### src/rtl/alu_op_sequencer.sv
// rtl/alu_op_sequencer.sv - issue/sequencing front end for the 8-bit ALU datapath
// Accepts one op, drives operand buses and one-hot unit select, captures the mux result.
module alu_op_sequencer #(
  parameter int K          = 7,
  parameter int MUL_CYCLES = 4
) (
  input  logic         clk,
  input  logic         rst_n,
  input  logic         in_valid,
  output logic         in_ready,
  input  logic [2:0]   in_op,
  input  logic [7:0]   in_a,
  input  logic [7:0]   in_b,
  output logic [7:0]   opa,
  output logic [7:0]   opb,
  output logic [K-1:0] sel,
  input  logic [7:0]   res,
  output logic         out_valid,
  input  logic         out_ready,
  output logic [7:0]   out_data,
  output logic         out_err
);

  typedef enum logic [1:0] {
    IDLE = 2'd0,
    EXEC = 2'd1,
    DONE = 2'd2
  } state_t;

  localparam logic [3:0]   NUM_UNITS = 4'(K);
  localparam logic [2:0]   MUL_OP    = 3'd6;
  localparam logic [3:0]   MUL_LOAD  = 4'(MUL_CYCLES - 1);
  localparam logic [K-1:0] SEL_ONE   = {{(K-1){1'b0}}, 1'b1};

  state_t     state;
  logic [3:0] cnt;

  always_ff @(posedge clk or negedge rst_n) begin
    if (!rst_n) begin
      state    <= IDLE;
      cnt      <= 4'd0;
      sel      <= '0;
      opa      <= 8'd0;
      opb      <= 8'd0;
      out_data <= 8'd0;
      out_err  <= 1'b0;
    end else begin
      case (state)
        IDLE: begin
          if (in_valid) begin
            opa <= in_a;
            opb <= in_b;
            // Illegal opcodes never reach a unit: sel stays zero and the error is reported directly.
            if ({1'b0, in_op} >= NUM_UNITS) begin
              out_data <= 8'd0;
              out_err  <= 1'b1;
              sel      <= '0;
              state    <= DONE;
            end else begin
              sel   <= SEL_ONE << in_op;
              cnt   <= (in_op == MUL_OP) ? MUL_LOAD : 4'd0;
              state <= EXEC;
            end
          end
        end
        EXEC: begin
          if (cnt == 4'd0) begin
            out_data <= res;
            out_err  <= 1'b0;
            sel      <= '0;
            state    <= DONE;
          end else begin
            cnt <= cnt - 4'd1;
          end
        end
        DONE: begin
          if (out_ready) begin
            state <= IDLE;
          end
        end
        default: begin
          sel   <= '0;
          state <= IDLE;
        end
      endcase
    end
  end

  assign in_ready  = (state == IDLE);
  assign out_valid = (state == DONE);

endmodule

### config.mk
export PLATFORM = sky130hd
export DESIGN_NAME = alu_op_sequencer
export DESIGN_NICKNAME = d
export VERILOG_FILES = /design/src/rtl/alu_op_sequencer.sv
export SDC_FILE = /design/constraint.sdc
export NUM_CORES = 1
export LEC_CHECK = 0
export BUFFER_PORTS_ARGS = -buffer_cell sky130_fd_sc_hd__buf_4
export CELL_PAD_IN_SITES_DETAIL_PLACEMENT = 0
export CELL_PAD_IN_SITES_GLOBAL_PLACEMENT = 1
export CORE_MARGIN = 5
export CORE_UTILIZATION = 40
export DETAILED_ROUTE_END_ITERATION = 8
export GPL_ROUTABILITY_DRIVEN = 0
export GPL_TIMING_DRIVEN = 0
export PLACE_DENSITY = 0.83
export SYNTH_ARGS = -nofsm -noshare
export SYNTH_HDL_FRONTEND = slang
export SYNTH_SLANG_ARGS = --single-unit
### constraint.sdc
create_clock -name clk -period 4.64 [get_ports clk]
set_clock_uncertainty 0.05 [all_clocks]
set_input_delay 0.464 -clock clk [delete_from_list [all_inputs] [get_ports clk]]
set_output_delay 0.464 -clock clk [all_outputs]
set_load 0.01 [all_outputs]
Word level (Yosys, flattened, before mapping)
Cells that the tools add are included. Widths: inputs -> output; s select.

Register bits after elaboration: 38. Input bits: 31. Output and inout port bits: 34. Word-level logic and storage cells: 50.

Add/sub/neg operators: 1. Order comparisons: 1. Equality and inequality tests: 9. Shift operators: 1. Mux-type cells: 22. Bitwise operators: 1. Reduce and logical (&&, ||, !) cells: 8.

Operators by type and width (count): $mux 8 (3); $mux 7 (3); $pmux 7 s3 (1); $pmux 8 s2 (1); $mux 4 (3); $mux 2 (5); $ne 2x2->1 const B (4); $pmux 4 s2 (1); $reduce_and 4->1 (2); $shl 1x3->7 const A (1); $pmux 2 s3 (1); $reduce_and 3->1 (2); $logic_not 4->1 (1); $ne 2x1->1 const B (2); $sub 4x1->4 const B (1); $eq 3x3->1 const B (1); $ge 3x3->1 const B (1); $mux 1 (3); $eq 2x1->1 const B (1); $eq 2x2->1 const B (1); $logic_not 2->1 (1); $pmux 1 s2 (1); $reduce_and 2->1 (1); $reduce_bool 2->1 (1); $not 1->1 (1).

Logic depth before layout (Yosys ltp)
Gate-level depths: netlist of the first run.

Depth in word-level cells: 5. Mapped depth: 6.

Worst setup path after synthesis of the first run
No wires, ideal clock.

Path type: register to register. Start point: reg cnt[0]. End point: reg cnt[0]. Setup time: 0.126 ns. Arrival: 1.683 ns. Required time: 4.464 ns. Path slack: 2.781 ns. Cell stages (with the launch flop): 7. Clock period less this slack: 1.859 ns. Cells stage by stage: dfrtp_1 > inv_1 > ha_1 > or3b_1 > buf_6 > mux2_4 > a221o_1.

Longest elaborated chain between the ends: 3. Elaborated cells between the ends (all ways): 6. Those cells by class: add/sub: 1; eq/ne: 1; mux: 2; reduce/logical: 2.

Ends and longest elaborated chain: start, declared (line 36) `logic [3:0] cnt;`; start signal, assigned (line 61) `cnt <= (in_op == MUL_OP) ? MUL_LOAD : 4'd0;`; start signal, assigned (line 73) `cnt <= cnt - 4'd1;`; $sub 4x1->4 / $logic_not 4->1 (equally long branches) (line 73, 67); $mux 4 / $ne 2x2->1 (equally long branches); $pmux 4 s2 / $reduce_and 4->1 (equally long branches).

Parallel ways exist; a longest one is shown, timed or not. The select of a mux whose other input is x is not followed. A chain may end at the register's enable or synchronous reset.

Worst setup path in the final report of the first run
Start point: reg cnt[0]. End point: reg sel[3].

Longest elaborated chain between the ends: 3.

Ends and longest elaborated chain: $logic_not 4->1 (line 67) `if (cnt == 4'd0) begin`; $ne 2x2->1 (no line); $reduce_and 3->1 (no line); end signal, assigned (line 60) `sel <= SEL_ONE << in_op;`; end, declared (line 16) `output logic [K-1:0] sel,`.

Every way passes these cells.

==> results.md, run 1 <==
* Fraction of synthesized cell area taken by the top area cell type at 56.09%
* Max Clk Rate at 0.5002 GHz
* Iteration count of the initial detailed-routing pass at 4
* Count of synthesis-stage warnings from yosys at 0
* Placeable core region at 0.004058 mm2
* Detailed-route wire length at 3.952 mm
* Horizontal die dimension at 75.11 um
* Total number of nets in the final design at 230
* Arrival time at the worst endpoint at 2.13 ns
* Number of global-route vias before repair at 1348
* Power density over cell area at 692.6 mW/mm2
* Largest net degree at the start of global routing at 39
* Number of primary I/O pins at 65
* H-Tree Depth at 2
* Critical path endpoint category: flop
* Port-buffer cells at 62
* Post-synthesis cell type with the largest combined area: sky130_fd_sc_hd__dfrtp_1
* Register bit count reported by yosys at 38
* Maximum capacitance violations at 0
* DRC Markers at 0
* Summed instance area of the synthesized netlist at 0.001695 mm2
* Vias per cell at 5.036
* Final antenna-violating net count at 0
* Overall via count from detail_route at 1249
* Routed wirelength normalized by instance count at 15.94 um
* Leading cell types in the layout, fill and taps excluded: sky130_fd_sc_hd__buf_4, sky130_fd_sc_hd__dfrtp_1, sky130_fd_sc_hd__mux2_2
* Number of different library cells in the post-synthesis netlist at 35
* Detailed placement HPWL at 3.023 mm
* Worst EP required at 4.77 ns
* Cell count after synthesis at 128
* Area contributors post-synth: sky130_fd_sc_hd__dfrtp_1, sky130_fd_sc_hd__mux2_2, sky130_fd_sc_hd__a22o_1, sky130_fd_sc_hd__a2bb2oi_4, sky130_fd_sc_hd__ha_1
* Actual transition at the worst max-transition pin at 0.6795 ns
* Ratio of final minimum period to clock period at 43.08%
* Clock buffers created by TritonCTS at 5
* Overall routing resource usage at 14.59%
* Die Span Y at 75.11 um
* Tot Pwr at 0.001635 W
* Startpoint of the lowest-slack register-to-register path: cnt[0]$_DFFE_PN0P_
* Ys flop type: sky130_fd_sc_hd__dfrtp_1
* Proportion of layout cells with a drive suffix above 1 at 52.53%
* Cell at the root of the clock tree: sky130_fd_sc_hd__clkbuf_8
* Clock network latency to the later pin of the worst-skew pair at 0.29 ns
* Hold Path Class: in2async
* Pins over their slew limit at 0
* Count of filler cells inserted in the layout at 347
* Register area share after synthesis at 56.09%
* Setup TNS after final layout at 0 ns
* First-pass GRT wire length at 6.154 mm
* Number of design-rule violations left by the first detailed-router iteration at 77
* Routing usage on met3 at 4.940%
* Commonest non-fill, non-tap cell in the layout: sky130_fd_sc_hd__buf_4
* Syn Nets at 161
* Total count of hold-check failures in the final report at 0
* Site row count at 23
* CTS tree: yes
* Aggregate global routing overflow at 0
* Max-slew headroom at 54.52%
* Fraction of met1 tracks used by global routing at 17.19%
* R2R cell count at 6
* Clock transition at the register clock pins on the worst setup and hold paths after CTS at 0.08 ns
* Area growth, synth to finish at 39.26%
* Count of endpoints failing setup in the final report at 0
* Static power due to leakage at 1.163 nW
* Number of diodes at 0
* Maximum clock insertion buffer count at 2
* Number of hold buffers added after cts at 0
* Post-Syn Area per Cell at 13.25 um2
* EDFF count, synth at 0
* Critical Path Start Type: flop
* Met2 Use GR at 24.95%
* Outcome: finished, final reports clean
* Maximum net fanout on the critical path at 7
* Classification of the worst setup path: reg2reg
* Full die area at 0.005641 mm2
* Post-cts resize count at 0
* CTS sink count at 38
* Share of flip-flops with an asynchronous set or reset after synthesis at 100.0%
* VDD IR-drop max at 0.3622 mV
* Initial standard-cell utilization of the core at 41.78%
* Antenna violations before repair at 0
* Minimum period implied by the final worst setup slack at 1.999 ns
* Endpoint of the most critical register-to-register path: sel[3]$_DFFE_PN0P_
* Post-CTS Setup Inserts at 0
* Worst reg-to-reg setup slack at 2.64 ns
* Most Used Layer, Global Route: met2
* Setup repair after global routing missed its margin: no
-- cells by family after synthesis --
kind of cell               after synthesis  share of synthesized area (%)
adders and majority gates                2                          1.476
AOI/OAI and AO/OA                       20                          10.85
muxes                                   26                          17.34
DFF                                     38                          56.09
buffers and inverters                   12                          3.321
and+or+nand+nor                         30                          10.92
-- state kept, by name, indices dropped and copies added (netlist names) --
signal and flops:
cnt 4, sel 7, out_data 8, opb 8, out_err 1, state 2, opa 8
-- final cells by class --
class                           instances  area (um2)  area share [%]
Buffer                                  6       33.78           1.431
Clock inverter                          3       68.82           2.915
Timing Repair Buffer                   62       465.4           19.71
Tap cell                               50       62.56           2.650
Inverter                                6       22.52          0.9539
Clock buffer                            5       68.82           2.915
Sequential cell                        38       950.9           40.28
Multi-Input combinational cell         78       688.2           29.15
-- power by group --
group	internal, W	switching, W	leakage, nW
Clock	0.000215	0.000121	0.0683
Combinational	0.000415	0.000323	0.619
Sequential	0.000472	0.0000880	0.476
-- per-stage QoR --
stage | utilization [%] | cells | setup WS (ns) | hold slack, ns | area [um2]
floorplan | - | 128 | 2.781 | 0.1184 | 1695
global placement | 54.79 | 240 | 2.669 | 0.4004 | 2223
detailed placement | 54.79 | 240 | 2.642 | 0.4136 | 2223
CTS | 58.19 | 248 | 2.634 | 0.08842 | 2361
global route | 58.19 | 248 | 2.584 | 0.1073 | 2361
finish | 58.19 | 248 | 2.641 | 0.07251 | 2361
-- cells in the mapped netlist, types with 2 or more instances --
cell	number
sky130_fd_sc_hd__mux2i_1	2
sky130_fd_sc_hd__o22ai_1	2
sky130_fd_sc_hd__buf_2	3
sky130_fd_sc_hd__a22o_2	2
sky130_fd_sc_hd__nand2b_1	2
sky130_fd_sc_hd__a22o_1	9
sky130_fd_sc_hd__nor2_1	6
sky130_fd_sc_hd__ha_1	2
sky130_fd_sc_hd__nor3b_1	3
sky130_fd_sc_hd__nor2b_1	4
sky130_fd_sc_hd__clkbuf_1	2
sky130_fd_sc_hd__dfrtp_1	38
sky130_fd_sc_hd__nor3_1	3
sky130_fd_sc_hd__nand2_1	2
sky130_fd_sc_hd__inv_1	6
sky130_fd_sc_hd__mux2_2	23
-- routing by layer --
layer / wire length (um) / share of wire (%)
met2: 1975 / 50
met3: 331 / 8.4
met1: 1592 / 40
met5: 0 / 0
met4: 53 / 1.3
-- worst max path at each step --
stage	start	endpoint	slack (ns)	depth (start not counted)
4_1_cts	cnt[0]$_DFFE_PN0P_	sel[3]$_DFFE_PN0P_	2.63	6
5_1_grt	cnt[0]$_DFFE_PN0P_	sel[3]$_DFFE_PN0P_	2.58	6
3_5_place_dp	in_valid	opb[3]$_DFFE_PN0P_	2.64	4
2_1_floorplan	cnt[0]$_DFFE_PN0P_	cnt[0]$_DFFE_PN0P_	2.78	6
6_report	cnt[0]$_DFFE_PN0P_	sel[3]$_DFFE_PN0P_	2.64	6
3_3_place_gp	cnt[0]$_DFFE_PN0P_	sel[1]$_DFFE_PN0P_	2.67	6
-- worst max-delay path: stages, from the launching register on --
cell and delay (ns):
sky130_fd_sc_hd__dfrtp_1 0.43, sky130_fd_sc_hd__inv_1 0.09, sky130_fd_sc_hd__ha_1 0.18, sky130_fd_sc_hd__or3b_1 0.36
sky130_fd_sc_hd__buf_6 0.15, sky130_fd_sc_hd__a2bb2oi_4 0.25, sky130_fd_sc_hd__mux2_2 0.37
No activity file was read; power rests on OpenSTA's default activity.
==> run 2, diff against run 1 <==
- CORE_UTILIZATION: 40 -> 37
- PLACE_DENSITY: 0.83 -> 0.78
- clock period: 4.64 -> 2.1 ns (I/O delays scaled with it)
==> run 2 against run 1 <==
- flip-flop and latch count stayed put
- largest power group unchanged
- register-to-register slack got worse by 2.6 ns
- clock power is 36% higher
- routed wire length is 1.1% lower
- global-route usage is 1.2 points lower
- setup slack got worse by 2.6 ns
- via count is 3.0% higher
- critical path type unchanged
- final cell count up 1.6%
==> results.md, run 2 (synthesis results as in run 1) <==
* Outcome: finished, final reports clean
* Final Cell Area at 0.002331 mm2
* Cell with the largest stage delay on the worst path: sky130_fd_sc_hd__dfrtp_1
* Horizontal die dimension at 77.69 um
* Arrival time at the worst endpoint at 2.13 ns
* Area growth, synth to finish at 37.49%
* Initial standard-cell utilization of the core at 38.41%
* Total count of hold-check failures in the final report at 0
* Worst EP required at 2.22 ns
* Number of diodes at 0
* Worst slack after detailed placement at 0.07971 ns
* H-Tree Depth at 2
* Hold Path Class: in2reg
* Endpoint of the most critical register-to-register path: sel[0]$_DFFE_PN0P_
* Total number of nets in the final design at 233
* Final antenna-violating net count at 0
* Max-slew headroom at 53.89%
* Count of endpoints failing setup in the final report at 0
* Cell at the root of the clock tree: sky130_fd_sc_hd__clkbuf_8
* Site row count at 24
* Leading cell types in the layout, fill and taps excluded: sky130_fd_sc_hd__buf_4, sky130_fd_sc_hd__dfrtp_1, sky130_fd_sc_hd__mux2_2
* Minimum period implied by the final worst setup slack at 2.012 ns
* Top Registers: opa: 8 flops, opb: 8 flops, out_data: 8 flops
* Die Span Y at 77.69 um
* First-pass GRT wire length at 6.472 mm
* CTS sink count at 38
* Vias per cell at 5.103
* Power density over cell area at 1444 mW/mm2
* DRC Markers at 0
* Core occupancy in the finished layout at 52.81%
* Number of design-rule violations left by the first detailed-router iteration at 76
* Critical Path Start Type: flop
* Clock network latency to the later pin of the worst-skew pair at 0.28 ns
* Static power due to leakage at 1.145 nW
* Worst hold start: in_a[2]
* Clock buffers created by TritonCTS at 5
* Clock transition at the register clock pins on the worst setup and hold paths after CTS at 0.07 ns
* Max Clk Rate at 0.4970 GHz
* Maximum clock insertion buffer count at 2
* Iteration count of the initial detailed-routing pass at 4
* Slowest stage delay, CP at 0.41 ns
* Critical path endpoint category: flop
* Commonest non-fill, non-tap cell in the layout: sky130_fd_sc_hd__buf_4
* Proportion of layout cells with a drive suffix above 1 at 52.00%
* Classification of the worst setup path: reg2reg
* Final Worst Setup Slack at 0.08803 ns
* Critical path cell sequence: inv_1, ha_1, or3b_1, buf_6, a2bb2oi_4, mux2_2
* Detailed placement HPWL at 2.962 mm
* Ratio of final minimum period to clock period at 95.81%
* Overall routing resource usage at 13.44%
* Startpoint of the lowest-slack register-to-register path: cnt[0]$_DFFE_PN0P_
* Full die area at 0.006036 mm2
* CTS tree: yes
* Post-DP Area at 0.002226 mm2
* Antenna violations before repair at 0
* R2R cell count at 6
* Maximum net fanout on the critical path at 7
* Maximum capacitance violations at 0
* Placed cells at 242
* Number of primary I/O pins at 65
* Routed wirelength normalized by instance count at 15.52 um
* Pins over their slew limit at 0
* Terminating pin of the worst hold path: opa[2]$_DFFE_PN0P_
* Tot Pwr at 0.003365 W
* Worst reg-to-reg setup slack at 0.09 ns
* VDD IR-drop max at 0.8307 mV
* Detailed-route wire length at 3.910 mm
* Aggregate global routing overflow at 0
* Post-Layout Cell Count at 252
* Placeable core region at 0.004414 mm2
* Actual transition at the worst max-transition pin at 0.6890 ns
* Number of global-route vias before repair at 1383
* Overall via count from detail_route at 1286
* Port-buffer cells at 62
* Instance count along the most critical hold path at 2
* Largest net degree at the start of global routing at 39
-- run 2: changes by cell type in the layout (fill, tap and decap cells not counted) --
cell,before,now
sky130_fd_sc_hd__clkbuf_1,2,3
sky130_fd_sc_hd__clkinv_4,1,0
sky130_fd_sc_hd__bufinv_16,2,0
sky130_fd_sc_hd__clkinvlp_4,0,1
sky130_fd_sc_hd__dlygate4sd3_1,0,1
sky130_fd_sc_hd__buf_4,62,64
-- run 2: how the worst max path moves through the flow --
stage                                  start                  to
after floorplan           cnt[0]$_DFFE_PN0P_  cnt[0]$_DFFE_PN0P_
after global placement    cnt[0]$_DFFE_PN0P_  sel[0]$_DFFE_PN0P_
after detailed placement  cnt[0]$_DFFE_PN0P_  sel[0]$_DFFE_PN0P_
after CTS                 cnt[0]$_DFFE_PN0P_  sel[3]$_DFFE_PN0P_
after global routing      cnt[0]$_DFFE_PN0P_  sel[1]$_DFFE_PN0P_
final                     cnt[0]$_DFFE_PN0P_  sel[0]$_DFFE_PN0P_
-- run 2: where the power goes --
group	internal [W]	switching [W]	total (W)
sequential	0.00104	0.000197	0.00124
combinational	0.000943	0.000721	0.00166
clock	0.000227	0.000232	0.000459
total	0.00222	0.00115	0.00337
-- run 2: layer usage --
layer  part of all wire [%]  wire length [um]  track usage, %  vias to the layer above
li1                       -                 -               -                      600
met1                     41              1587           15.61                      636
met2                     48              1876           21.29                       46
met3                     10               407           6.944                        4
met4                   0.97                38           4.639                        0
met5                      0                 0               0                        -
-- run 2: what timing repair did --
item / in CTS / in global routing
endpoints found under the setup margin: 0 / 6
buffers inserted: 0 / 2
gates resized for setup: 0 / 0
hold endpoints to repair: 38 / 0
hold buffers: 1 / 0
-- run 2: layout make-up --
type                            instances  area [um2]
Tap cell                               52       65.06
Multi-Input combinational cell         78       688.2
Timing Repair Buffer                   65       490.5
Clock inverter                          1       7.507
Fill cell                             404        2083
Inverter                                6       22.52
Clock buffer                            6       72.57
Buffer                                  6       33.78
Sequential cell                        38       950.9
-- run 2: worst max-delay path: cells and delay by family (launching register included) --
family / cells / cell delay [ns]
compound gates: 1 / 0.25
fa+ha+maj: 1 / 0.18
buf+inv: 2 / 0.26
flops: 1 / 0.41
mux: 1 / 0.37
simple gates: 1 / 0.38
-- run 2: per-stage QoR --
stage / setup TNS, ns / hold slack [ns]
after floorplan: 0 / -0.1356
after global placement: 0 / 0.1475
after detailed placement: 0 / 0.1518
after CTS: 0 / 0.09328
after global routing: -0.01103 / 0.08758
final: 0 / 0.1049
==> run 3, diff against run 2 <==
- CELL_PAD_IN_SITES_DETAIL_PLACEMENT: 0 -> 1
- TNS_END_PERCENT: unset -> 30
==> run 3 against run 2 <==
- clock power increased by 2%
- final cell count shrank 0.40%
- highest routed layer unchanged
- die area did not move
==> results.md, run 3 (synthesis results as in run 1) <==
* Clock network latency to the later pin of the worst-skew pair at 0.29 ns
* Placeable core region at 0.004414 mm2
* Vias per cell at 5.191
* Setup TNS after final layout at 0 ns
* Initial standard-cell utilization of the core at 38.41%
* Cell at the root of the clock tree: sky130_fd_sc_hd__clkbuf_8
* Hold Path Class: in2reg
* Setup repair after global routing missed its margin: no
* Antenna violations before repair at 0
* Max Clk Rate at 0.4961 GHz
* Commonest non-fill, non-tap cell in the layout: sky130_fd_sc_hd__buf_4
* Worst reg-to-reg setup slack at 0.08 ns
* Detailed-route wire length at 4.275 mm
* Critical path endpoint category: flop
* R2R cell count at 6
* Last element of the critical path: sel[3]$_DFFE_PN0P_
* Die Span Y at 77.69 um
* Total number of nets in the final design at 232
* Final Hold Slack at 0.09213 ns
* First-pass GRT wire length at 6.927 mm
* Startpoint of the lowest-slack register-to-register path: cnt[0]$_DFFE_PN0P_
* Number of diodes at 0
* CTS sink count at 38
* Full die area at 0.006036 mm2
* DRC Markers at 0
* Overall routing resource usage at 14.29%
* Site row count at 24
* H-Tree Depth at 2
* VDD IR-drop max at 0.6098 mV
* Ratio of final minimum period to clock period at 95.99%
* Arrival time at the worst endpoint at 2.13 ns
* Critical Path Start Type: flop
* Post-Layout Cell Count at 251
* Minimum period implied by the final worst setup slack at 2.016 ns
* Proportion of layout cells with a drive suffix above 1 at 51.76%
* Horizontal die dimension at 77.69 um
* Static power due to leakage at 1.140 nW
* Aggregate global routing overflow at 0
* Power density over cell area at 1454 mW/mm2
* Outcome: finished, final reports clean
* Iteration count of the initial detailed-routing pass at 4
* Number of primary I/O pins at 65
* Count of filler cells inserted in the layout at 476
* Clock transition at the register clock pins on the worst setup and hold paths after CTS at 0.07 ns
* Worst EP required at 2.22 ns
* Detailed placement HPWL at 3.318 mm
* CTS tree: yes
* Total count of hold-check failures in the final report at 0
* Critical Path Start: cnt[0]$_DFFE_PN0P_
* Largest net degree at the start of global routing at 39
* Number of global-route vias before repair at 1405
* Leading cell types in the layout, fill and taps excluded: sky130_fd_sc_hd__buf_4, sky130_fd_sc_hd__dfrtp_1, sky130_fd_sc_hd__mux2_2
* Routed wirelength normalized by instance count at 17.03 um
* Port-buffer cells at 62
* Actual transition at the worst max-transition pin at 0.7091 ns
* Max-slew headroom at 52.54%
* Maximum capacitance violations at 0
* Maximum net fanout on the critical path at 7
* Number of design-rule violations left by the first detailed-router iteration at 59
* Maximum clock insertion buffer count at 2
* Placed cells at 242
* Area growth, synth to finish at 37.05%
* Final antenna-violating net count at 0
* Endpoint of the most critical register-to-register path: sel[3]$_DFFE_PN0P_
* Post-cts resize count at 0
* Top Registers: opa: 8 flops, opb: 8 flops, out_data: 8 flops
* Pins over their slew limit at 0
* Instance count along the most critical hold path at 2
* Clock buffers created by TritonCTS at 5
* Count of endpoints failing setup in the final report at 0
* Overall via count from detail_route at 1303
* Classification of the worst setup path: reg2reg
* Tot Pwr at 0.003378 W
run 3: area by class of cell:
cell class / instances / area [um2] / area share (%)
sequential: 38 / 950.9 / 40.93
multi-input combinational: 78 / 688.2 / 29.62
timing repair buffer: 64 / 483.0 / 20.79
clock buffer: 6 / 72.57 / 3.123
tap: 52 / 65.06 / 2.800
buffer: 6 / 33.78 / 1.454
inverter: 6 / 22.52 / 0.9693
clock inverter: 1 / 7.507 / 0.3231
run 3: timing repair:
item,in CTS,in global routing
endpoints found under the hold margin,38,0
buffers inserted,0,1
setup endpoints to repair,0,4
hold buffers,1,0
run 3: worst max-delay path, cell delays in order (launching register included):
cell,delay (ns)
sky130_fd_sc_hd__dfrtp_1,0.43
sky130_fd_sc_hd__inv_1,0.10
sky130_fd_sc_hd__ha_1,0.19
sky130_fd_sc_hd__or3b_1,0.38
sky130_fd_sc_hd__buf_6,0.15
sky130_fd_sc_hd__a2bb2oi_4,0.24
sky130_fd_sc_hd__mux2_2,0.36
run 3: through the flow:
step / util, % / instance area (um2) / setup WS [ns]
3_3_place_gp: 50.43 / 2226 / 0.1489
6_report: 52.64 / 2323 / 0.08420
2_1_floorplan: - / 1695 / 0.2408
3_5_place_dp: 50.43 / 2226 / 0.04578
4_1_cts: 52.47 / 2316 / 0.04438
5_1_grt: 52.64 / 2323 / 0.0007732
run 3: how the worst min path moves through the flow:
stage                     slack (ns)   start                 endpoint
after global placement          0.15   rst_n  out_data[1]$_DFFE_PN0P_
after global routing            0.09  res[6]  out_data[6]$_DFFE_PN0P_
after CTS                       0.09  res[5]  out_data[5]$_DFFE_PN0P_
final                           0.09  res[5]  out_data[5]$_DFFE_PN0P_
after floorplan                -0.14   rst_n       cnt[0]$_DFFE_PN0P_
after detailed placement        0.16   rst_n  out_data[4]$_DFFE_PN0P_
run 3: layer usage:
| metal | routed length, um | vias to the layer above | track usage, % |
|---|---|---|---|
| li1 | - | 598 | - |
| met1 | 1710 | 651 | 16.94 |
| met2 | 2079 | 46 | 22.45 |
| met3 | 411 | 8 | 6.597 |
| met4 | 74 | 0 | 5.670 |
| met5 | 0 | - | 0 |
run 3: report_power, final:
group          switching [W]  internal (W)  total [W]
sequential          0.000203       0.00104    0.00125
combinational       0.000729      0.000934    0.00166
clock               0.000240      0.000227   0.000468
total                0.00117       0.00221    0.00338
